==> src/rtl/axi_w_order_ctrl_m3_if.sv <==
// Slave-port AW/W handshake bundle for the write-order scheduler, plus its status outputs.
interface axi_w_order_ctrl_m3_if #(
  parameter int unsigned NUM_MASTER = 3,
  parameter int unsigned W_PTR      = 2
);
  logic [NUM_MASTER-1:0] AWGRANT;
  logic                  S_AWVALID;
  logic                  S_AWREADY;
  logic [7:0]            S_AWLEN;
  logic                  S_WVALID;
  logic                  S_WREADY;
  logic                  S_WLAST;
  logic [NUM_MASTER-1:0] w_order_grant;
  logic                  aw_stall;
  logic [W_PTR:0]        occupancy;
  logic                  err_wlast;
  logic                  err_ovf;

  modport master (
    output AWGRANT, S_AWVALID, S_AWREADY, S_AWLEN, S_WVALID, S_WREADY, S_WLAST,
    input  w_order_grant, aw_stall, occupancy, err_wlast, err_ovf
  );

  modport slave (
    input  AWGRANT, S_AWVALID, S_AWREADY, S_AWLEN, S_WVALID, S_WREADY, S_WLAST,
    output w_order_grant, aw_stall, occupancy, err_wlast, err_ovf
  );
endinterface

==> src/rtl/axi_w_order_ctrl_m3.sv <==
// Write-order scheduler: queues AW winners in acceptance order and grants the W channel
// to the head master, checking WLAST placement against the recorded AWLEN.
module axi_w_order_ctrl_m3 #(
  parameter int unsigned NUM_MASTER = 3,
  parameter int unsigned DEPTH      = 4,
  parameter int unsigned W_PTR      = 2
) (
  input logic                  AXI_CLK,
  input logic                  AXI_RST,
  axi_w_order_ctrl_m3_if.slave bus
);

  typedef enum logic [0:0] {StIdle, StBurst} state_e;

  localparam logic [W_PTR:0]   FullCnt = (W_PTR+1)'(DEPTH);
  localparam logic [W_PTR:0]   OccOne  = (W_PTR+1)'(1);
  localparam logic [W_PTR-1:0] PtrOne  = W_PTR'(1);

  state_e                state_q, state_d;
  logic [NUM_MASTER-1:0] grant_mem [DEPTH];
  logic [7:0]            len_mem   [DEPTH];
  logic [W_PTR-1:0]      wr_ptr_q, wr_ptr_d, rd_ptr_q, rd_ptr_d, rd_ptr_nxt;
  logic [W_PTR:0]        occ_q, occ_d;
  logic [7:0]            beat_cnt_q, beat_cnt_d, cur_len_q, cur_len_d, next_head_len;
  logic                  err_wlast_q, err_wlast_d, err_ovf_q, err_ovf_d;
  logic                  aw_hs, grant_ok, full, push, w_beat, w_end;
  logic [NUM_MASTER-1:0] order_grant;

  always_comb begin
    aw_hs    = bus.S_AWVALID & bus.S_AWREADY;
    grant_ok = $onehot(bus.AWGRANT);
    full     = (occ_q == FullCnt);
    push     = aw_hs & grant_ok & ~full;
    w_beat   = bus.S_WVALID & bus.S_WREADY & (state_q == StBurst);
    w_end    = w_beat & bus.S_WLAST;

    wr_ptr_d  = push  ? wr_ptr_q + PtrOne : wr_ptr_q;
    rd_ptr_d  = w_end ? rd_ptr_q + PtrOne : rd_ptr_q;
    err_ovf_d = err_ovf_q | (aw_hs & (~grant_ok | full));

    case ({push, w_end})
      2'b10:   occ_d = occ_q + OccOne;
      2'b01:   occ_d = occ_q - OccOne;
      default: occ_d = occ_q;
    endcase

    // With one entry left, the next head is the entry being pushed this very cycle.
    rd_ptr_nxt    = rd_ptr_q + PtrOne;
    next_head_len = (push && occ_q == OccOne) ? bus.S_AWLEN : len_mem[rd_ptr_nxt];
  end

  always_comb begin
    state_d     = state_q;
    beat_cnt_d  = beat_cnt_q;
    cur_len_d   = cur_len_q;
    err_wlast_d = err_wlast_q;
    order_grant = '0;
    unique case (state_q)
      StIdle: begin
        if (occ_q != '0) begin
          state_d    = StBurst;
          beat_cnt_d = 8'd0;
          cur_len_d  = len_mem[rd_ptr_q];
        end
      end
      StBurst: begin
        order_grant = grant_mem[rd_ptr_q];
        if (w_beat) begin
          // Flags both an early WLAST and a missing WLAST on the final beat.
          if (bus.S_WLAST != (beat_cnt_q == cur_len_q)) err_wlast_d = 1'b1;
          if (beat_cnt_q != 8'hff) beat_cnt_d = beat_cnt_q + 8'd1;
        end
        if (w_end) begin
          if (occ_d != '0) begin
            beat_cnt_d = 8'd0;
            cur_len_d  = next_head_len;
          end else begin
            state_d = StIdle;
          end
        end
      end
      default: state_d = StIdle;
    endcase
  end

  always_ff @(posedge AXI_CLK) begin
    if (AXI_RST) begin
      state_q     <= StIdle;
      wr_ptr_q    <= '0;
      rd_ptr_q    <= '0;
      occ_q       <= '0;
      beat_cnt_q  <= '0;
      cur_len_q   <= '0;
      err_wlast_q <= 1'b0;
      err_ovf_q   <= 1'b0;
    end else begin
      state_q     <= state_d;
      wr_ptr_q    <= wr_ptr_d;
      rd_ptr_q    <= rd_ptr_d;
      occ_q       <= occ_d;
      beat_cnt_q  <= beat_cnt_d;
      cur_len_q   <= cur_len_d;
      err_wlast_q <= err_wlast_d;
      err_ovf_q   <= err_ovf_d;
    end
  end

  // Storage needs no reset: entries are only read once counted in occ_q.
  always_ff @(posedge AXI_CLK) begin
    if (push) begin
      grant_mem[wr_ptr_q] <= bus.AWGRANT;
      len_mem[wr_ptr_q]   <= bus.S_AWLEN;
    end
  end

  assign bus.w_order_grant = order_grant;
  assign bus.aw_stall      = full;
  assign bus.occupancy     = occ_q;
  assign bus.err_wlast     = err_wlast_q;
  assign bus.err_ovf       = err_ovf_q;

endmodule

==> src/flat_wrapper.sv <==
// flat-port wrapper written by rule: the top's interface ports become plain ports
module axi_w_order_ctrl_m3_flat 
#(
  parameter int unsigned NUM_MASTER = 3,
  parameter int unsigned DEPTH      = 4,
  parameter int unsigned W_PTR      = 2
)
  (AXI_CLK, AXI_RST, bus_AWGRANT, bus_S_AWVALID, bus_S_AWREADY, bus_S_AWLEN, bus_S_WVALID, bus_S_WREADY, bus_S_WLAST, bus_w_order_grant, bus_aw_stall, bus_occupancy, bus_err_wlast, bus_err_ovf);
  axi_w_order_ctrl_m3_if #(.NUM_MASTER(NUM_MASTER), .W_PTR(W_PTR)) bus_i ();
  input logic AXI_CLK;
  input logic AXI_RST;
  input wire logic [$bits(bus_i.AWGRANT)-1:0] bus_AWGRANT;
  input wire logic [$bits(bus_i.S_AWVALID)-1:0] bus_S_AWVALID;
  input wire logic [$bits(bus_i.S_AWREADY)-1:0] bus_S_AWREADY;
  input wire logic [$bits(bus_i.S_AWLEN)-1:0] bus_S_AWLEN;
  input wire logic [$bits(bus_i.S_WVALID)-1:0] bus_S_WVALID;
  input wire logic [$bits(bus_i.S_WREADY)-1:0] bus_S_WREADY;
  input wire logic [$bits(bus_i.S_WLAST)-1:0] bus_S_WLAST;
  output wire logic [$bits(bus_i.w_order_grant)-1:0] bus_w_order_grant;
  output wire logic [$bits(bus_i.aw_stall)-1:0] bus_aw_stall;
  output wire logic [$bits(bus_i.occupancy)-1:0] bus_occupancy;
  output wire logic [$bits(bus_i.err_wlast)-1:0] bus_err_wlast;
  output wire logic [$bits(bus_i.err_ovf)-1:0] bus_err_ovf;
  assign bus_i.AWGRANT = bus_AWGRANT;
  assign bus_i.S_AWVALID = bus_S_AWVALID;
  assign bus_i.S_AWREADY = bus_S_AWREADY;
  assign bus_i.S_AWLEN = bus_S_AWLEN;
  assign bus_i.S_WVALID = bus_S_WVALID;
  assign bus_i.S_WREADY = bus_S_WREADY;
  assign bus_i.S_WLAST = bus_S_WLAST;
  assign bus_w_order_grant = bus_i.w_order_grant;
  assign bus_aw_stall = bus_i.aw_stall;
  assign bus_occupancy = bus_i.occupancy;
  assign bus_err_wlast = bus_i.err_wlast;
  assign bus_err_ovf = bus_i.err_ovf;
  axi_w_order_ctrl_m3 #(.NUM_MASTER(NUM_MASTER), .DEPTH(DEPTH), .W_PTR(W_PTR)) u_core (.AXI_CLK(AXI_CLK), .AXI_RST(AXI_RST), .bus(bus_i));
endmodule
==> config.mk <==
export PLATFORM = sky130hd
export DESIGN_NAME = axi_w_order_ctrl_m3_flat
export DESIGN_NICKNAME = d
export VERILOG_FILES = /design/src/rtl/axi_w_order_ctrl_m3_if.sv /design/src/rtl/axi_w_order_ctrl_m3.sv /design/src/flat_wrapper.sv
export SDC_FILE = /design/constraint.sdc
export NUM_CORES = 1
export LEC_CHECK = 0
export CORE_MARGIN = 10
export CORE_UTILIZATION = 50
export DETAILED_ROUTE_END_ITERATION = 10
export GPL_ROUTABILITY_DRIVEN = 0
export PLACE_DENSITY = 0.77
export REMOVE_ABC_BUFFERS = 1
export SLEW_MARGIN = 20
export SYNTH_ARGS = -nofsm -noshare
export SYNTH_HDL_FRONTEND = slang
export SYNTH_SLANG_ARGS = --single-unit
==> constraint.sdc <==
create_clock -name AXI_CLK -period 4.7 [get_ports AXI_CLK]
set_input_delay 0.94 -clock AXI_CLK [delete_from_list [all_inputs] [get_ports AXI_CLK]]
set_output_delay 0.94 -clock AXI_CLK [all_outputs]
set_load 0.03 [all_outputs]
## Word level (Yosys, flattened, before mapping)

Memory sizes are Yosys's and may differ from the RTL's. A register that Yosys moved wholly into a read port is not among the register bits.
Cells that the tools add are included.

| cells by class | value |
|---|---|
| $add $sub $neg | 7 |
| equal/unequal tests | 11 |
| muxes and demuxes | 23 |
| bitwise logic cells | 12 |
| reductions and logical operators | 5 |

Operators by type and width:

| operator | number |
|---|---|
| two-way mux 8 bit | 9 |
| one-hot mux 8 bit (2 select lines) | 2 |
| adder 8 x 1 -> 8 bit, second input constant | 1 |
| == test 8 bit | 1 |
| two-way mux 2 bit | 4 |
| inequality test 8 bit, second input constant | 1 |
| AND 1 bit | 7 |
| one-hot mux 3 bit (2 select lines) | 1 |
| AND reduction 3 bit | 2 |
| nonzero test 3 bit | 2 |
| two-way mux 1 bit | 5 |
| adder 2 x 1 -> 2 bit, second input constant | 2 |
| == test 2 x 1 -> 1 bit, second input constant | 2 |
| inequality test 2 bit, second input constant | 2 |
| adder 3 x 1 -> 3 bit, second input constant | 1 |
| == test 3 x 1 -> 1 bit, second input constant | 1 |
| == test 3 bit, second input constant | 1 |
| two-way mux 3 bit | 1 |
| NOT 1 bit | 3 |
| subtractor 3 x 1 -> 3 bit, second input constant | 1 |
| adder 1 x 1 -> 2 bit | 1 |
| adder 2 x 1 -> 2 bit | 1 |
| == test 2 bit, second input constant | 1 |
| inequality test 2 x 1 -> 1 bit, second input constant | 1 |
| 4 further kinds | 5 |

| word-level totals | value |
|---|---|
| register bits | 26 |
| RAM bits | 44 |
| input bits | 18 |
| output and inout bits | 9 |
| logic and storage cells | 68 |
| memories kept | 2 |

Memories:

| name | depth | bits a word | rd ports | clocked after Yosys merged registers in | wr ports | RTL line | text |
|---|---|---|---|---|---|---|---|
| u_core.len_mem | 4 | 8 | 2 | 1 | 1 | axi_w_order_ctrl_m3.sv:21 | `logic [7:0] len_mem [DEPTH];` |
| u_core.grant_mem | 4 | 3 | 1 | 1 | 1 | axi_w_order_ctrl_m3.sv:20 | `logic [NUM_MASTER-1:0] grant_mem [DEPTH];` |

## Depth between registers and ports, before layout

| logic depth | value |
|---|---|
| depth after elaboration | 11 |
| gate-level depth with buffers | 14 |
| depth with buffers taken out | 11 |

## Worst setup path after synthesis

Ideal clock, no wire load.

| timing | value |
|---|---|
| path kind | input to register |
| start point | input port bus_AWGRANT[0] |
| end point | register u_core.cur_len_q[0] |
| library setup time | 0.072 ns |
| arrival time | 3.548 ns |
| data required time | 4.628 ns |
| path slack | 1.080 ns |
| stages on the path | 14 |
| path through | inv_1 fa_1 nor2b_1 and3_1 clkbuf_1 inv_1 ha_1 buf_6 nor4bb_4 a31oi_1 a22oi_4 o22a_2 buf_6 mux2i_1 |

| on the way | value |
|---|---|
| cells in the longest elaborated chain, start to end | 10 |

RTL lines:

| what | RTL line | text |
|---|---|---|
| start: declaration | flat_wrapper.sv:12 | `input wire logic [$bits(bus_i.AWGRANT)-1:0] bus_AWGRANT;` |
| adder 1 x 1 -> 2 bit (not written as such) * | axi_w_order_ctrl_m3.sv:31 | `grant_ok = $onehot(bus.AWGRANT);` |
| adder 2 x 1 -> 2 bit (not written as such) * | axi_w_order_ctrl_m3.sv:31 |  |
| == test 2 x 1 -> 1 bit * | axi_w_order_ctrl_m3.sv:31 |  |
| AND 1 bit * (2 in a row) | axi_w_order_ctrl_m3.sv:33 | `push = aw_hs & grant_ok & ~full;` |
| named net u_core.push | axi_w_order_ctrl_m3.sv:26 | `logic aw_hs, grant_ok, full, push, w_beat, w_end;` |
| == test 2 x 1 -> 1 bit (tied with other cells) | axi_w_order_ctrl_m3.sv:41 | `case ({push, w_end})` |
| one-hot mux 3 bit (2 select lines) / two-way mux 8 bit (equally long branches) | axi_w_order_ctrl_m3.sv:41, axi_w_order_ctrl_m3.sv:49 |  |
| nonzero test 3 bit / two-way mux 8 bit (equally long branches) | axi_w_order_ctrl_m3.sv:74 | `if (occ_d != '0) begin` |
| inequality test 2 bit (no line) / two-way mux 8 bit (equally long branches) | n/a |  |
| AND reduction 3 bit (no line) / one-hot mux 8 bit (2 select lines) (equally long branches) | n/a |  |
| end signal: assignment | axi_w_order_ctrl_m3.sv:102 | `cur_len_q <= cur_len_d;` |
| end: declaration | axi_w_order_ctrl_m3.sv:24 | `logic [7:0] beat_cnt_q, beat_cnt_d, cur_len_q, cur_len_d, next_head_len;` |

Mark *: on every way through the listed nets, which the timed path passes. The rest lies on a longest branch. The select of a mux whose other input is x is not followed.
A chain may end at the register's enable or synchronous reset.

## Worst setup path after layout

| timing | value |
|---|---|
| start point | input port bus_AWGRANT[0] |
| end point | register u_core.cur_len_q[0] |

| on the way | value |
|---|---|
| cells in the longest elaborated chain, start to end | 10 |

RTL lines:

| what | RTL line |
|---|---|
| adder 1 x 1 -> 2 bit (not written as such) * | axi_w_order_ctrl_m3.sv:31 |
| adder 2 x 1 -> 2 bit (not written as such) * | axi_w_order_ctrl_m3.sv:31 |
| == test 2 x 1 -> 1 bit * | axi_w_order_ctrl_m3.sv:31 |
| AND 1 bit * (2 in a row) | axi_w_order_ctrl_m3.sv:33 |
| == test 2 x 1 -> 1 bit (tied with other cells) | axi_w_order_ctrl_m3.sv:41 |
| one-hot mux 3 bit (2 select lines) / two-way mux 8 bit (equally long branches) | axi_w_order_ctrl_m3.sv:41, axi_w_order_ctrl_m3.sv:49 |
| nonzero test 3 bit / two-way mux 8 bit (equally long branches) | axi_w_order_ctrl_m3.sv:74 |
| inequality test 2 bit (no line) / two-way mux 8 bit (equally long branches) | n/a |
| AND reduction 3 bit (no line) / one-hot mux 8 bit (2 select lines) (equally long branches) | n/a |

Every way passes the cells marked *; elsewhere a longest branch is shown, timed or not. The select of a mux whose other input is x is not followed.

==> results.py <==
metrics = {
    "outcome": {
        "status": "finished clean",
    },
    "synthesis": {
        "ys.flop_type": "edfxtp_1",
        "ys_seq_elements": 72,
        "synth_seq_area_share_pct": 52.3,
        "synth_edf_count": 44,
        "synthCells": 272,
        "avgSynthCellArea_um2": 13.2,
        "ys_types": 46,
        "synth.cell_area_um2": 3600,
        "synth-warning-count": 0,
        "synthArstFlopShare_pct": 0,
    },
    "cts": {
        "clockBufferDepth": 2,
        "ctsHoldBuffers": 0,
        "cts_resized": 0,
        "htreeDepth": 3,
        "clk_pin_slew_worst_paths_ns": 0.07,
        "cts_made_buffers": 9,
        "tritoncts": "done",
        "cts-root-buf": "clkbuf_8",
        "clk-insertion-delay-late_ns": 0.35,
        "cts_setup_buffers": 0,
        "clock-sinks": 72,
    },
    "pwr": {
        "p_sw_mw": 0.297,
        "power_frac_comb_pct": 9.3,
        "pwr-share-seq_pct": 53.9,
        "ir_drop_mv": 0.227,
        "p_int_mw": 0.983,
        "netSwitchingFraction_pct": 23.2,
        "p_clk_share_pct": 36.8,
        "p_leak_nw": 1.45,
        "power_mw": 1.28,
        "power.density_nw_per_um2": 313,
    },
    "layout": {
        "antenna_cells": 0,
        "utilization_pct": 59.3,
        "regArea_um2": 1880,
        "nFillCells": 568,
        "nets": 326,
        "drive_above_1_share_pct": 13.3,
        "multi_input_area_um2": 1580,
        "stdcell_count": 397,
        "syn_to_final_growth_pct": 13.7,
    },
    "worst_setup_path": {
        "cp_max_fo": 9,
        "cp.required_ns": 4.98,
        "criticalPathCategory": "input port to flip-flop",
        "r2r_start": "u_core.bus.occupancy[0]",
        "crit_path_end_kind": "flip-flop",
        "arrival_ns": 4.20,
        "critPathLaunch": "bus_AWGRANT[0]",
        "crit_path_start_kind": "input port",
    },
    "die": {
        "chipHeight_um": 105,
        "io_pins": 27,
        "core_um2": 6910,
        "num_rows": 30,
        "initial_core_util_pct": 52.1,
        "die_w_um": 105,
        "die-area_um2": 11000,
    },
    "routing": {
        "drtIter0Drc": 115,
        "drcViolationCount": 0,
        "wl_per_cell_um": 17.5,
        "num_vias": 2200,
        "firstDrtPassIters": 4,
        "routed_via_density": 5.54,
        "wl_mm": 6.94,
        "drtAntennaViolNets": 0,
    },
    "timing": {
        "min_period_ns": 3.92,
        "tightest_slew_ns": 0.774,
        "finalCritPeriodShare_pct": 83.4,
        "fmax_ghz": 0.255,
        "rsz0062_at_grt": "no",
        "skew_ns": 0.00885,
        "finalHoldViolCount": 0,
        "setup_viol": 0,
        "fin_tns_setup_ns": 0,
        "maxSlewHeadroom_pct": 48.3,
        "layout_setup_ws_ns": 0.782,
        "slew_viol_final": 0,
    },
    "grt": {
        "grt_pass1_vias": 2289,
        "track_usage_pct": 13.4,
        "grt_max_degree": 37,
        "grt_overflow": 0,
        "grt_pass1_wl_mm": 11.7,
        "antenna_found_initial": 0,
    },
    "placement": {
        "portBuffers": 26,
        "dp.cells": 381,
        "dp_hpwl_mm": 4.72,
        "place_ws_ns": 0.410,
    },
    "worst_hold_path": {
        "hold_start": "u_core.bus.err_wlast",
        "hold_class": "flip-flop to flip-flop",
    },
    "flow_run": {
        "drv_cap": 0,
    },
}
power groups by stage:
stage / combinational (mW) / clock [mW] / sequential (mW)
after CTS: 0.120 / 0.479 / 0.691
after detailed placement: 0.119 / 0 / 0.705
after global routing: 0.132 / 0.503 / 0.692
final: 0.119 / 0.471 / 0.691
after global placement: 0.117 / 0 / 0.705
after floorplan: 0.0682 / 0 / 0.708
state kept, by name (all words and copies together), names as in the netlist, named ones only:
signal and count:
u_core.cur_len_q 8, u_core.state_q 1, u_core.rd_ptr_q 2, u_core.len_mem 32, u_core.wr_ptr_q 2, u_core.bus.err_ovf 1
u_core.bus.occupancy 3, u_core.grant_mem 12, u_core.bus.err_wlast 1, u_core.beat_cnt_q 8
cells by family (layout without fill, tap and decap cells):
group	Yosys count	after routing	synth area share, %
AND/OR/NAND/NOR	74	74	11.6
XOR/XNOR	16	16	3.89
multiplexers	37	37	16.9
flip-flops	72	72	52.3
AO/OA/AOI/OAI	32	32	6.99
adder cells (fa/ha/maj)	12	12	4.38
buffers and inverters	29	58	3.89
metrics by stage:
| step | cell area, um2 | hold slack [ns] |
|---|---|---|
| after floorplan | 3510 | 0.464 |
| after global placement | 3910 | 0.457 |
| after detailed placement | 3910 | 0.466 |
| after CTS | 4090 | 0.488 |
| after global routing | 4090 | 0.507 |
| final | 4090 | 0.477 |
path summary, 6_finish.rpt:
path | slack (ns) | cells after the start | end
setup / recovery | 0.78 | 12 | u_core.cur_len_q[0]
hold / removal | 0.48 | 2 | u_core.bus.err_wlast
setup reg to reg | 1.81 | 11 | u_core.cur_len_q[0]
hold reg to reg | 0.48 | 2 | u_core.bus.err_wlast
worst max-delay path: stages:
cell	delay, ns
clkdlybuf4s50_1	0.54
inv_1	0.08
fa_1	0.47
nor2b_1	0.25
and3_1	0.22
inv_1	0.05
ha_1	0.41
nor4bb_4	0.28
a31oi_1	0.09
a22oi_4	0.29
o22a_2	0.36
mux2i_1	0.21
synth_stat cells, types with 2 or more instances:
master	count	share of area (%)
nand3_1	3	0.42
clkbuf_1	6	0.63
mux4_2	19	12
buf_6	2	0.63
and3_1	5	0.87
o211ai_1	2	0.42
a21oi_1	5	0.70
nand4b_1	2	0.49
and2_1	9	1.6
nor2b_1	2	0.35
o21ai_0	2	0.28
nor2_1	17	1.8
nand2_1	9	0.94
nand4_1	4	0.70
a211o_1	9	2.2
mux2i_1	18	5.0
buf_2	4	0.56
nor3_1	5	0.70
a211oi_1	4	0.83
dfxtp_1	28	16
ha_1	11	3.8
xnor2_1	12	2.9
nand2b_1	12	2.1
xor2_1	4	0.97
edfxtp_1	44	37
buf_4	3	0.63
inv_1	12	1.3
cell type report:
class / count / share of cell area [%]
clock inverters: 4 / 1.16
repair buffers: 29 / 6.91
well taps: 96 / 2.93
multi-input cells: 171 / 38.5
clock buffers: 12 / 3.30
flip-flops and latches: 72 / 46.0
inverters: 13 / 1.19
layer usage:
| layer | track usage, % | wire length, um | up-vias |
|---|---|---|---|
| met5 | 0 | 0 | - |
| met4 | 6.76 | 168 | 0 |
| met3 | 3.13 | 312 | 12 |
| met2 | 20.3 | 3260 | 53 |
| met1 | 17.5 | 3200 | 1069 |
| li1 | - | - | 1066 |
layout by cell type, fill, tap and decap left out, types with 2 or more instances in the layout:
master	netlist	routed
edfxtp_1	44	44
nand3_1	3	3
o211ai_1	2	2
xor2_1	4	4
inv_1	12	12
buf_4	3	3
clkbuf_1	6	3
clkinv_2	0	2
and2_1	9	9
mux4_2	19	19
nor2_1	17	17
mux2i_1	18	18
nand4_1	4	4
nor2b_1	2	2
and3_1	5	5
ha_1	11	11
nor3_1	5	5
nand2_1	9	9
a21oi_1	5	5
o21ai_0	2	2
xnor2_1	12	12
a211o_1	9	9
nand2b_1	12	12
nand4b_1	2	2
clkbuf_8	0	9
clkdlybuf4s50_1	0	26
dfxtp_1	28	28
a211oi_1	4	4
(Power assumes the default switching activity.)
